[src/rtl/exu_pkg.sv]
// rtl/exu_pkg.sv - shared codes, state enums and default latencies for the issue scheduler
package exu_pkg;

  localparam logic [1:0] EXU_ALU = 2'b00;
  localparam logic [1:0] EXU_MDU = 2'b01;
  localparam logic [1:0] EXU_FPU = 2'b10;

  localparam int DEF_MDU_LAT = 4;
  localparam int DEF_FPU_LAT = 6;
  localparam int DEF_CNT_W   = 4;

  typedef enum logic [1:0] {IDLE, BUSY, WB_PEND} unit_state_e;
  typedef enum logic [1:0] {RUN, DRAIN, HALTED} glb_state_e;

endpackage

[src/rtl/exu_unit_tracker.sv]
// rtl/exu_unit_tracker.sv - latency counter, busy/writeback FSM and latched destination of one unit
module exu_unit_tracker
  import exu_pkg::*;
#(
  parameter int LAT   = DEF_MDU_LAT,
  parameter int CNT_W = DEF_CNT_W
) (
  input  logic       clk,
  input  logic       rst,
  input  logic       start,
  input  logic       en_write,
  input  logic [4:0] dest,
  input  logic       grant,
  output logic       idle,
  output logic       wb_req,
  output logic       wb_pend,
  output logic [4:0] wb_addr
);

  unit_state_e      state_q, state_d;
  logic [CNT_W-1:0] cnt_q, cnt_d;
  logic [4:0]       dest_q, dest_d;
  logic             en_q, en_d;

  always_ff @(posedge clk) begin
    if (rst) begin
      state_q <= IDLE;
      cnt_q   <= '0;
      dest_q  <= '0;
      en_q    <= 1'b0;
    end else begin
      state_q <= state_d;
      cnt_q   <= cnt_d;
      dest_q  <= dest_d;
      en_q    <= en_d;
    end
  end

  always_comb begin
    state_d = state_q;
    cnt_d   = cnt_q;
    dest_d  = dest_q;
    en_d    = en_q;
    case (state_q)
      IDLE: begin
        if (start) begin
          state_d = BUSY;
          cnt_d   = CNT_W'(LAT - 1);
          dest_d  = dest;
          en_d    = en_write;
        end
      end
      BUSY: begin
        if (cnt_q != '0) begin
          cnt_d = cnt_q - 1'b1;
        end else if (!en_q || grant) begin
          state_d = IDLE;
        end else begin
          state_d = WB_PEND;
        end
      end
      WB_PEND: begin
        if (grant) state_d = IDLE;
      end
      default: state_d = IDLE;
    endcase
  end

  // A unit without a destination finishes silently; otherwise it requests until granted.
  always_comb begin
    idle    = (state_q == IDLE);
    wb_pend = (state_q == WB_PEND);
    wb_req  = wb_pend | ((state_q == BUSY) && (cnt_q == '0) && en_q);
    wb_addr = dest_q;
  end

endmodule

[src/rtl/exu_issue_scheduler.sv]
// rtl/exu_issue_scheduler.sv - issue gate, register scoreboard, writeback arbiter and halt sequencing
// EXU_ISSUE_BYPASS_EN: hazard check ignores pending bits cleared by this cycle's writeback.
module exu_issue_scheduler
  import exu_pkg::*;
#(
  parameter int MDU_LAT = DEF_MDU_LAT,
  parameter int FPU_LAT = DEF_FPU_LAT,
  parameter int CNT_W   = DEF_CNT_W
) (
  input  logic        iClk,
  input  logic        iRst,
  input  logic        iValid,
  input  logic [1:0]  iExuOp,
  input  logic [4:0]  iAddrRead0,
  input  logic        iEnRead0,
  input  logic [4:0]  iAddrRead1,
  input  logic        iEnRead1,
  input  logic [4:0]  iAddrWrite,
  input  logic        iEnWrite,
  input  logic        iHalt,
  output logic        oIssue,
  output logic        oStall,
  output logic        oMduStart,
  output logic        oFpuStart,
  output logic        oWbValid,
  output logic        oWbSel,
  output logic [4:0]  oWbAddr,
  output logic [31:0] oPending,
  output logic        oHalted
);

  glb_state_e  glb_q, glb_d;
  logic [31:0] pending_q, pending_d;
  logic [31:0] clr_mask, set_mask, hz_pending;
  logic        mdu_idle, mdu_req, mdu_pend, fpu_idle, fpu_req, fpu_pend;
  logic [4:0]  mdu_addr, fpu_addr;
  logic        grant_mdu, grant_fpu, raw, waw, is_mdu, is_fpu, unit_free, issue;
  logic        mdu_start, fpu_start;

  exu_unit_tracker #(.LAT(MDU_LAT), .CNT_W(CNT_W)) u_mdu (
    .clk(iClk), .rst(iRst), .start(mdu_start), .en_write(iEnWrite), .dest(iAddrWrite),
    .grant(grant_mdu), .idle(mdu_idle), .wb_req(mdu_req), .wb_pend(mdu_pend), .wb_addr(mdu_addr)
  );

  exu_unit_tracker #(.LAT(FPU_LAT), .CNT_W(CNT_W)) u_fpu (
    .clk(iClk), .rst(iRst), .start(fpu_start), .en_write(iEnWrite), .dest(iAddrWrite),
    .grant(grant_fpu), .idle(fpu_idle), .wb_req(fpu_req), .wb_pend(fpu_pend), .wb_addr(fpu_addr)
  );

  always_ff @(posedge iClk) begin
    if (iRst) begin
      pending_q <= '0;
      glb_q     <= RUN;
    end else begin
      pending_q <= pending_d;
      glb_q     <= glb_d;
    end
  end

  // A waiting requester outranks a fresh one; ties go to the MDU.
  always_comb begin
    grant_mdu = ~iRst & mdu_req & (mdu_pend | ~fpu_pend);
    grant_fpu = ~iRst & fpu_req & ~grant_mdu;
    clr_mask  = '0;
    if (grant_mdu) clr_mask[mdu_addr] = 1'b1;
    if (grant_fpu) clr_mask[fpu_addr] = 1'b1;
`ifdef EXU_ISSUE_BYPASS_EN
    hz_pending = pending_q & ~clr_mask;
`else
    hz_pending = pending_q;
`endif
    raw       = (iEnRead0 & hz_pending[iAddrRead0]) | (iEnRead1 & hz_pending[iAddrRead1]);
    waw       = iEnWrite & hz_pending[iAddrWrite];
    is_mdu    = ~iHalt & (iExuOp == EXU_MDU);
    is_fpu    = ~iHalt & (iExuOp == EXU_FPU);
    unit_free = is_mdu ? mdu_idle : (is_fpu ? fpu_idle : 1'b1);
    issue     = iValid & ~iRst & (glb_q == RUN) & ~raw & ~waw & unit_free;
    mdu_start = issue & is_mdu;
    fpu_start = issue & is_fpu;
    set_mask  = '0;
    if ((mdu_start | fpu_start) & iEnWrite) set_mask[iAddrWrite] = 1'b1;
    pending_d    = (pending_q & ~clr_mask) | set_mask;
    pending_d[0] = 1'b0;
  end

  always_comb begin
    glb_d = glb_q;
    case (glb_q)
      RUN:     if (issue && iHalt) glb_d = DRAIN;
      DRAIN:   if (mdu_idle && fpu_idle) glb_d = HALTED;
      HALTED:  glb_d = HALTED;
      default: glb_d = RUN;
    endcase
  end

  always_comb begin
    oIssue    = issue;
    oStall    = iValid & ~issue;
    oMduStart = mdu_start;
    oFpuStart = fpu_start;
    oWbValid  = grant_mdu | grant_fpu;
    oWbSel    = grant_fpu;
    oWbAddr   = grant_fpu ? fpu_addr : (grant_mdu ? mdu_addr : 5'd0);
    oPending  = pending_q;
    oHalted   = (glb_q == HALTED);
  end

endmodule

[config.mk]
export PLATFORM = sky130hd
export DESIGN_NAME = exu_issue_scheduler
export DESIGN_NICKNAME = d
export VERILOG_FILES = /design/src/rtl/exu_pkg.sv /design/src/rtl/exu_unit_tracker.sv /design/src/rtl/exu_issue_scheduler.sv
export SDC_FILE = /design/constraint.sdc
export NUM_CORES = 1
export LEC_CHECK = 0
export ABC_AREA = 1
export CORE_MARGIN = 2
export CORE_UTILIZATION = 35
export DETAILED_ROUTE_END_ITERATION = 6
export GPL_ROUTABILITY_DRIVEN = 0
export GPL_TIMING_DRIVEN = 0
export HOLD_SLACK_MARGIN = 0.15
export PLACE_DENSITY_LB_ADDON = 0.05
export SYNTH_ARGS = -nofsm -noshare
export SYNTH_HDL_FRONTEND = slang
export SYNTH_SLANG_ARGS = --single-unit
[constraint.sdc]
create_clock -name iClk -period 5.3 [get_ports iClk]
set_input_delay 1.06 -clock iClk [delete_from_list [all_inputs] [get_ports iClk]]
set_output_delay 1.06 -clock iClk [all_outputs]
set_load 0.02 [all_outputs]
==> results of run 1 <==
## per-stage QoR
step	setup WS (ns)	util	std cells	hold WS [ns]
final	0.4486	0.4455	964	0.4759
after global routing	0.2033	0.4455	964	0.5100
after CTS	0.4513	0.4455	964	0.4759
after detailed placement	0.4611	0.4217	948	0.4675
after global placement	0.4680	0.4217	948	0.4724
after floorplan	1.787	-	741	0.4457
## worst max-delay path by stage
stage                      endpoint  slack [ns]  depth (start not counted)
after floorplan           oMduStart        1.79                         12
after global placement    oMduStart        0.47                         16
after detailed placement  oMduStart        0.46                         16
after CTS                 oMduStart        0.45                         16
after global routing      oMduStart        0.20                         16
final                     oMduStart        0.45                         16
## flip-flops by register name, summed over array words and instances, names as in the netlist
| register | flops |
|---|---|
| glb_q | 2 |
| u_mdu.cnt_q | 4 |
| u_mdu.wb_addr | 5 |
| u_fpu.cnt_q | 4 |
| u_fpu.wb_addr | 5 |
| u_mdu.en_q | 1 |
| u_fpu.state_q | 2 |
| u_fpu.en_q | 1 |
| u_mdu.state_q | 2 |
| oPending | 31 |
## cell type report
cell class | instances | area share
buffer | 31 | 0.02806
clock buffer | 10 | 0.04504
clock inverter | 6 | 0.008253
inverter | 101 | 0.07145
multi-input combinational | 552 | 0.4843
sequential | 57 | 0.2150
tap | 147 | 0.03466
timing repair buffer | 60 | 0.1132
## worst min-delay path, stage by stage (launching register included)
cell	delay (ns)
dfxtp_1	0.31
inv_1	0.06
a21oi_1	0.06
## kinds of logic (layout without fill, tap and decap cells)
family	after synthesis	in the layout	synth area share
other	1	1	0.0008846
adders and majority gates	7	7	0.02066
buffers and inverters	132	208	0.1246
AOI/OAI and AO/OA	101	101	0.1393
and+or+nand+nor	442	442	0.4433
xor gates and xnor gates	1	1	0.002066
DFF	57	57	0.2692
## power by group
group / total [W] / internal [W] / switching [W]
registers: 0.000457 / 0.000444 / 0.0000127
clock network: 0.000548 / 0.000328 / 0.000220
logic: 0.000261 / 0.0000911 / 0.000170
total: 0.00127 / 0.000863 / 0.000402
## routing by layer
metal / vias to the layer above / track usage
li1: 2561 / -
met1: 2386 / 0.3276
met2: 246 / 0.4242
met3: 48 / 0.04976
met4: 0 / 0.1098
met5: - / 0
## cells in the final DEF, fill, tap and decap left out, types with 2 or more instances in the layout
cell,netlist,final
clkdlybuf4s50_1,0,60
nor2_1,78,78
dfxtp_1,57,57
o211ai_1,10,10
o221ai_1,6,6
buf_4,4,4
o31ai_1,2,2
buf_1,5,5
nand4_1,4,4
buf_2,14,14
o22ai_1,5,5
clkinv_1,2,2
nand2_1,211,211
a21oi_1,51,51
clkinvlp_4,0,4
o311ai_0,2,2
nand3b_1,2,2
clkbuf_1,8,8
inv_2,4,4
inv_1,95,95
nor3_1,14,14
ha_1,7,7
nand4_2,2,2
clkbuf_16,0,9
nand3_1,128,128
o21ai_0,21,21
==> flow_summary.ini, run 1 <==
[setup_path]
cpMostUsedCell = nand2_1
crit_path_top_delay_cell = clkdlybuf4s50_1
worstPathCellList = clkdlybuf4s50_1, inv_2, buf_2, nand2_1, nand2_1, nand2_1, nand2_1, nand2_1, nand2_1, nor2_1, nand2_1, a21oi_4, nand4_2, buf_2, inv_1, clkdlybuf4s50_1
critPathTopFamily = buffers and inverters
critPathBufInv = 6
endpoint_kind = primary output
critPathRequiredTime_ns = 4.24
crit_arrival_ns = 3.79
start_kind = primary input
crit_type = in2out
r2r_cells = 12
critical_path.max_stage_delay_ns = 0.59
regToRegSetupSlack_ns = 2.71
crit_start = iAddrWrite[0]
worst_r2r_endpoint = oPending[22]$_SDFF_PP0_
cp_max_fo = 10
r2r-start = u_mdu.state_q[1]$_SDFFE_PP0P_

[grt]
grt_pass1_vias = 4740
grt_pass1_wl_mm = 25.63
antenna_found_initial = 0
grt_usage = 0.2569
overflow = 0
grt_max_degree = 12

[die]
die-height_um = 114.1
fp.dieW_um = 114.1
num_rows = 40
core_region_area_um2 = 11910
io_pins = 68
die_area_um2 = 13010
initial_utilization = 0.3559

[power]
power.density_nw_per_um2 = 238.5
power.total_w = 0.001266
ir_drop_mv = 0.2057
power.leakage_nw = 2.206

[placement]
placed_area_um2 = 5024
numPortBuffers = 60
dp_hpwl_mm = 12.51

[clock_network]
cts_buffers = 9
clkTransAtPathRegs_ns = 0.05
ctsHoldBuffers = 0
cts_tree = built
cts-root-buf = clkbuf_16
cts_setup_buffers = 0
cts_buffer_depth = 2
cts-htree-levels = 3
cts_resized = 0
cts_sinks = 57
worstSkewPairLatency_ns = 0.34

[status]
run_status = finished, final reports clean

[cells_and_area]
final_nets = 843
nFillCells = 1294
num_antenna_cells = 0
postLayoutCellArea_um2 = 5306
regArea_um2 = 1141
syn_to_final_growth_pct = 25.18
drive_gt1_frac = 0.05263
multi_input_area_um2 = 2570

[worst_hold_path]
min_to = u_mdu.en_q$_SDFFE_PP0P_
hold_class = reg2reg
holdPathStages = 2
hp-start = u_mdu.en_q$_SDFFE_PP0P_

[drt]
met3_length_mm = 1.295
ant_nets = 0
wirelength_mm = 16.49
firstDrtPassIters = 5
viasPerCell = 5.437
drcViolationCount = 0
detail_route.wirelength.met1_mm = 6.987
routed-wl-met2_mm = 7.618
vias = 5241
post_drt_wl_per_cell_um = 17.10
drt_iter0_drc = 465
maxUsedRoutingLayer = met4

[synthesis]
synth_ff_type = dfxtp_1
synth_nets = 772
ys_types = 32
ys_seq_elements = 57
async_flop_share = 0
yosysSeqAreaShare = 0.2692
avgSynthCellArea_um2 = 5.721
yosys.area.top_type = dfxtp_1
syn_area_um2 = 4239
synth_top_area_share = 0.2692
synth.most_common_cell = nand2_1
synth_edf_count = 0
synth_warnings = 0
syn_inst = 741
synth.area.top_cells = dfxtp_1 27%, nand2_1 19%, nand3_1 15%
synthTopCellsByCount = 211 x nand2_1, 128 x nand3_1, 95 x inv_1

[sta]
worst_pin_slew_ns = 0.6900
tns_ns = 0
rsz0062_at_grt = no
max_freq_mhz = 206.1
period_needed_ns = 4.851
finClkSkew_ns = 0.007800
finalCritPeriodShare = 0.9154
final_max_slew_viol_count = 0
finalSetupViolations = 0
relSlewSlack = 0.5364
finalHoldViolations = 0

[flow_run]
cap_violations = 0
No activity file was read; power rests on OpenSTA's default activity.
==> run 2: changes to the inputs <==
- GPL_TIMING_DRIVEN: 0 -> default
==> flow_summary.ini, run 2 (same netlist as run 1, synthesis figures left out) <==
[sta]
period_needed_ns = 4.722
tns_ns = 0
finalHoldViolations = 0
finalCritPeriodShare = 0.8910
final_max_slew_viol_count = 0
relSlewSlack = 0.4795
worst_pin_slew_ns = 0.7748
rsz0062_at_grt = no
finalSetupViolations = 0
max_freq_mhz = 211.8
finClkSkew_ns = 0.008562

[placement]
dp_hpwl_mm = 11.75
placed_area_um2 = 5002
numPortBuffers = 66

[die]
io_pins = 68
num_rows = 40
core_region_area_um2 = 11910
die_area_um2 = 13010
initial_utilization = 0.3559
fp.dieW_um = 114.1
die-height_um = 114.1

[drt]
drcViolationCount = 0
vias = 5098
viasPerCell = 5.378
wirelength_mm = 16.00
ant_nets = 0
drt_iter0_drc = 657
firstDrtPassIters = 5
post_drt_wl_per_cell_um = 16.88

[power]
ir_drop_mv = 0.1869
power.leakage_nw = 2.216
power.density_nw_per_um2 = 260.7

[clock_network]
cts_buffer_depth = 2
cts_resized = 0
cts_buffers = 9
cts_tree = built
cts-root-buf = clkbuf_16
ctsHoldBuffers = 0
cts_sinks = 57
cts-htree-levels = 3
worstSkewPairLatency_ns = 0.34
clkTransAtPathRegs_ns = 0.05
cts_setup_buffers = 0

[cells_and_area]
drive_gt1_frac = 0.04245
num_antenna_cells = 0
final_common_cell = nand2_1
syn_to_final_growth_pct = 26.12
largest_reg_flops = 31
final_nets = 827
postLayoutCellArea_um2 = 5346
layout_common_cells = 211 x nand2_1, 128 x nand3_1, 95 x inv_1

[flow_run]
cap_violations = 0

[setup_path]
worst_r2r_endpoint = oPending[22]$_SDFF_PP0_
crit_path_top_delay_cell = clkdlybuf4s50_1
crit_arrival_ns = 3.66
r2r_cells = 12
cpMostUsedCell = nand2_1
crit_type = in2out
critPathRequiredTime_ns = 4.24
cp_max_fo = 12
critical_path.max_stage_delay_ns = 0.61
start_kind = primary input
r2r-start = u_mdu.cnt_q[0]$_SDFFE_PP0P_
endpoint_kind = primary output
critPathBufInv = 5
worstPathCellList = clkdlybuf4s50_1, buf_4, inv_1, nor2_1, nand2_1, nand3_1, nand2_1, nand2_1, nor2_1, nand2_1, a21oi_4, nand4_2, inv_1, clkdlybuf4s50_1
regToRegSetupSlack_ns = 2.40
critPathTopFamily = buffers and inverters

[grt]
grt_pass1_wl_mm = 25.34
grt_usage = 0.2513
antenna_found_initial = 0
overflow = 0
grt_max_degree = 36
grt_pass1_vias = 4772

[worst_hold_path]
hold_class = reg2reg
holdPathStages = 2
hp-start = u_mdu.en_q$_SDFFE_PP0P_
min_to = u_mdu.en_q$_SDFFE_PP0P_

[status]
run_status = finished, final reports clean
run 2: cell types whose count changed in the layout (fill, tap and decap cells not counted), sizes merged:
cell | before | now
bufinv | 0 | 3
clkbuf | 18 | 9
clkinvlp | 4 | 2
buf | 23 | 9
clkdlybuf4s50 | 60 | 66
run 2: worst max path at each step:
stage                       start         to  cells after the start
floorplan           iAddrRead0[0]  oMduStart                     12
global placement    iAddrWrite[1]  oFpuStart                     14
detailed placement           iRst     oWbSel                      7
CTS                 iAddrWrite[1]  oFpuStart                     14
global route        iAddrWrite[1]  oFpuStart                     14
finish              iAddrWrite[1]  oFpuStart                     14
run 2: layer usage:
layer  track usage  vias to the layer above  wire length (um)
li1              -                     2525                 -
met1        0.3285                     2275              6975
met2        0.3976                      258              7230
met3       0.05506                       40              1258
met4        0.1130                        0               535
met5             0                        -                 0
run 2: worst reg2reg max path: stages, from the launching register on:
cell and delay [ns]:
dfxtp_1 0.35, inv_1 0.09, ha_1 0.21, nand2_1 0.06
nor2_1 0.06, nand3_1 0.07, nor2_1 0.05, o21ai_2 0.34
nand2_1 0.39, inv_1 0.44, nand4_1 0.31, o21ai_0 0.29
a21oi_1 0.11
run 2: area by class of cell:
type | count | area, um2
fill | 1255 | 6565
inverter | 101 | 379.1
timing repair buffer | 75 | 728.2
clock inverter | 7 | 118.9
tap | 147 | 183.9
sequential | 57 | 1141
multi-input combinational | 552 | 2570
clock buffer | 9 | 225.2
run 2: report_power, final:
part | leakage (nW) | switching [W] | internal, W
Sequential | 0.460 | 0.0000135 | 0.000444
Clock | 0.162 | 0.000222 | 0.000459
Combinational | 1.59 | 0.000166 | 0.0000907
run 2: through the flow:
step / std cells / total power, W / util / hold WS (ns) / setup slack (ns)
5_1_grt: 948 / 0.001458 / 0.4488 / 0.5136 / 0.3366
4_1_cts: 948 / 0.001399 / 0.4488 / 0.4932 / 0.5919
3_3_place_gp: 932 / 0.0007155 / 0.4200 / 0.4681 / 0.6261
6_report: 948 / 0.001394 / 0.4488 / 0.4900 / 0.5779
3_5_place_dp: 932 / 0.0007197 / 0.4200 / 0.4868 / 0.6063
2_1_floorplan: 741 / 0.0006371 / - / 0.4457 / 1.787
==> run 3: changes to the inputs <==
- CORE_UTILIZATION: 35 -> 59
- GPL_TIMING_DRIVEN: default -> 0
==> flow_summary.ini, run 3 (same netlist as run 1, synthesis figures left out) <==
[status]
run_status = finished, violations left
violations = DRC

[setup_path]
cp_max_fo = 10
critPathBufInv = 6
endpoint_kind = primary output
worst_r2r_endpoint = oPending[1]$_SDFF_PP0_
start_kind = primary input
crit_arrival_ns = 3.82
critical_path.max_stage_delay_ns = 0.59
critPathTopFamily = buffers and inverters
r2r_cells = 13
crit_type = in2out
cp-endpoint = oMduStart
crit_start = iAddrWrite[0]
regToRegSetupSlack_ns = 2.74
critPathRequiredTime_ns = 4.24
crit_path_top_delay_cell = clkdlybuf4s50_1
r2r-start = u_mdu.cnt_q[0]$_SDFFE_PP0P_
worstPathCellList = clkdlybuf4s50_1, inv_2, buf_2, nand2_1, nand2_1, nand2_1, nand2_1, nand2_1, nand2_1, nor2_1, nand2_1, a21oi_4, nand4_2, buf_2, inv_1, clkdlybuf4s50_1
cpMostUsedCell = nand2_1
worst-path-stages = 16

[flow_run]
cap_violations = 0

[clock_network]
cts_tree = built
cts-root-buf = clkbuf_8
cts_buffers = 9
cts_sinks = 57
clkTransAtPathRegs_ns = 0.06
cts_resized = 0
cts-htree-levels = 3
ctsHoldBuffers = 0
cts_buffer_depth = 2
cts_setup_buffers = 0
worstSkewPairLatency_ns = 0.35

[drt]
vias = 5450
wirelength_mm = 14.71
viasPerCell = 5.969
drcViolationCount = 40
ant_nets = 0
firstDrtPassIters = 7
drt_iter0_drc = 945
post_drt_wl_per_cell_um = 16.11

[power]
clkPwrFrac = 0.400
ir_drop_mv = 0.2118
p_seq_frac = 0.384
power.density_nw_per_um2 = 228.8
power.leakage_nw = 2.195
switching_share = 0.3068
switchingPower_w = 0.0003642
p_int_w = 0.0008228
pwr-share-comb = 0.216

[cells_and_area]
final_nets = 843
final_util = 0.7554
num_antenna_cells = 0
largest_reg_flops = 31
syn_to_final_growth_pct = 22.40
drive_gt1_frac = 0.05263
layout_common_cells = 211 x nand2_1, 128 x nand3_1, 95 x inv_1
final_common_cell = nand2_1

[die]
initial_utilization = 0.6171
die-height_um = 88.77
io_pins = 68
die_area_um2 = 7879
fp.dieW_um = 88.77
core_region_area_um2 = 6869
num_rows = 30

[sta]
finalCritPeriodShare = 0.9207
rsz0062_at_grt = no
final_max_slew_viol_count = 0
worst_pin_slew_ns = 0.6674
max_freq_mhz = 204.9
finalHoldViolations = 0
period_needed_ns = 4.880
finalSetupViolations = 0
finClkSkew_ns = 0.01221
tns_ns = 0
relSlewSlack = 0.5516

[worst_hold_path]
hp-start = u_mdu.cnt_q[3]$_SDFFE_PP0P_
holdPathStages = 2
hold_class = reg2reg

[grt]
gr-usage-met1 = 0.4483
grt_usage = 0.3759
overflow = 0
grt_pass1_wl_mm = 22.52
grt_pass1_vias = 4807
antenna_found_initial = 0
grt_util_met2 = 0.6160
busiest_layer = met2
met3_usage = 0.08955
grt_max_degree = 11

[placement]
dp_hpwl_mm = 10.80
numPortBuffers = 60
-- run 3: worst min path at each step --
| stage | to | slack [ns] |
|---|---|---|
| finish | u_mdu.cnt_q[3]$_SDFFE_PP0P_ | 0.50 |
| global route | u_mdu.en_q$_SDFFE_PP0P_ | 0.52 |
| CTS | u_mdu.cnt_q[3]$_SDFFE_PP0P_ | 0.49 |
| detailed placement | u_mdu.en_q$_SDFFE_PP0P_ | 0.47 |
| global placement | u_mdu.en_q$_SDFFE_PP0P_ | 0.47 |
| floorplan | u_mdu.en_q$_SDFFE_PP0P_ | 0.45 |
-- run 3: through the flow --
| step | hold WS (ns) | area [um2] | power (W) | instances | setup slack (ns) |
|---|---|---|---|---|---|
| 2_1_floorplan | 0.4457 | 4239 | 0.0006371 | 741 | 1.787 |
| 3_3_place_gp | 0.4658 | 4960 | 0.0007050 | 897 | 0.5215 |
| 3_5_place_dp | 0.4748 | 4960 | 0.0007143 | 897 | 0.4722 |
| 4_1_cts | 0.4918 | 5189 | 0.001181 | 913 | 0.4607 |
| 5_1_grt | 0.5221 | 5189 | 0.001230 | 913 | 0.2489 |
| 6_report | 0.4959 | 5189 | 0.001187 | 913 | 0.4202 |
-- run 3: area by class of cell --
type / count / area (um2)
fill: 597 / 1680
sequential: 57 / 1141
clock inverter: 5 / 77.57
tap: 96 / 120.1
clock buffer: 11 / 151.4
buffer: 31 / 148.9
timing repair buffer: 60 / 600.6
multi-input combinational: 552 / 2570
inverter: 101 / 379.1
-- run 3: routing by layer --
metal,vias up,wire [um]
met1,2375,5472
met3,94,1838
li1,2551,-
met5,-,0
met4,0,894
met2,430,6505
-- run 3: tightest hold or removal path, cell delays in order, from the launching register on --
cell     delay, ns
dfxtp_1       0.32
inv_1         0.07
a21oi_1       0.06
-- run 3: power groups by stage --
stage	clock (W)	sequential, W	combinational [W]
detailed placement	0	0.000465	0.000249
global placement	0	0.000464	0.000241
CTS	0.000475	0.000456	0.000250
global route	0.000488	0.000458	0.000284
finish	0.000475	0.000456	0.000256
floorplan	0	0.000463	0.000174
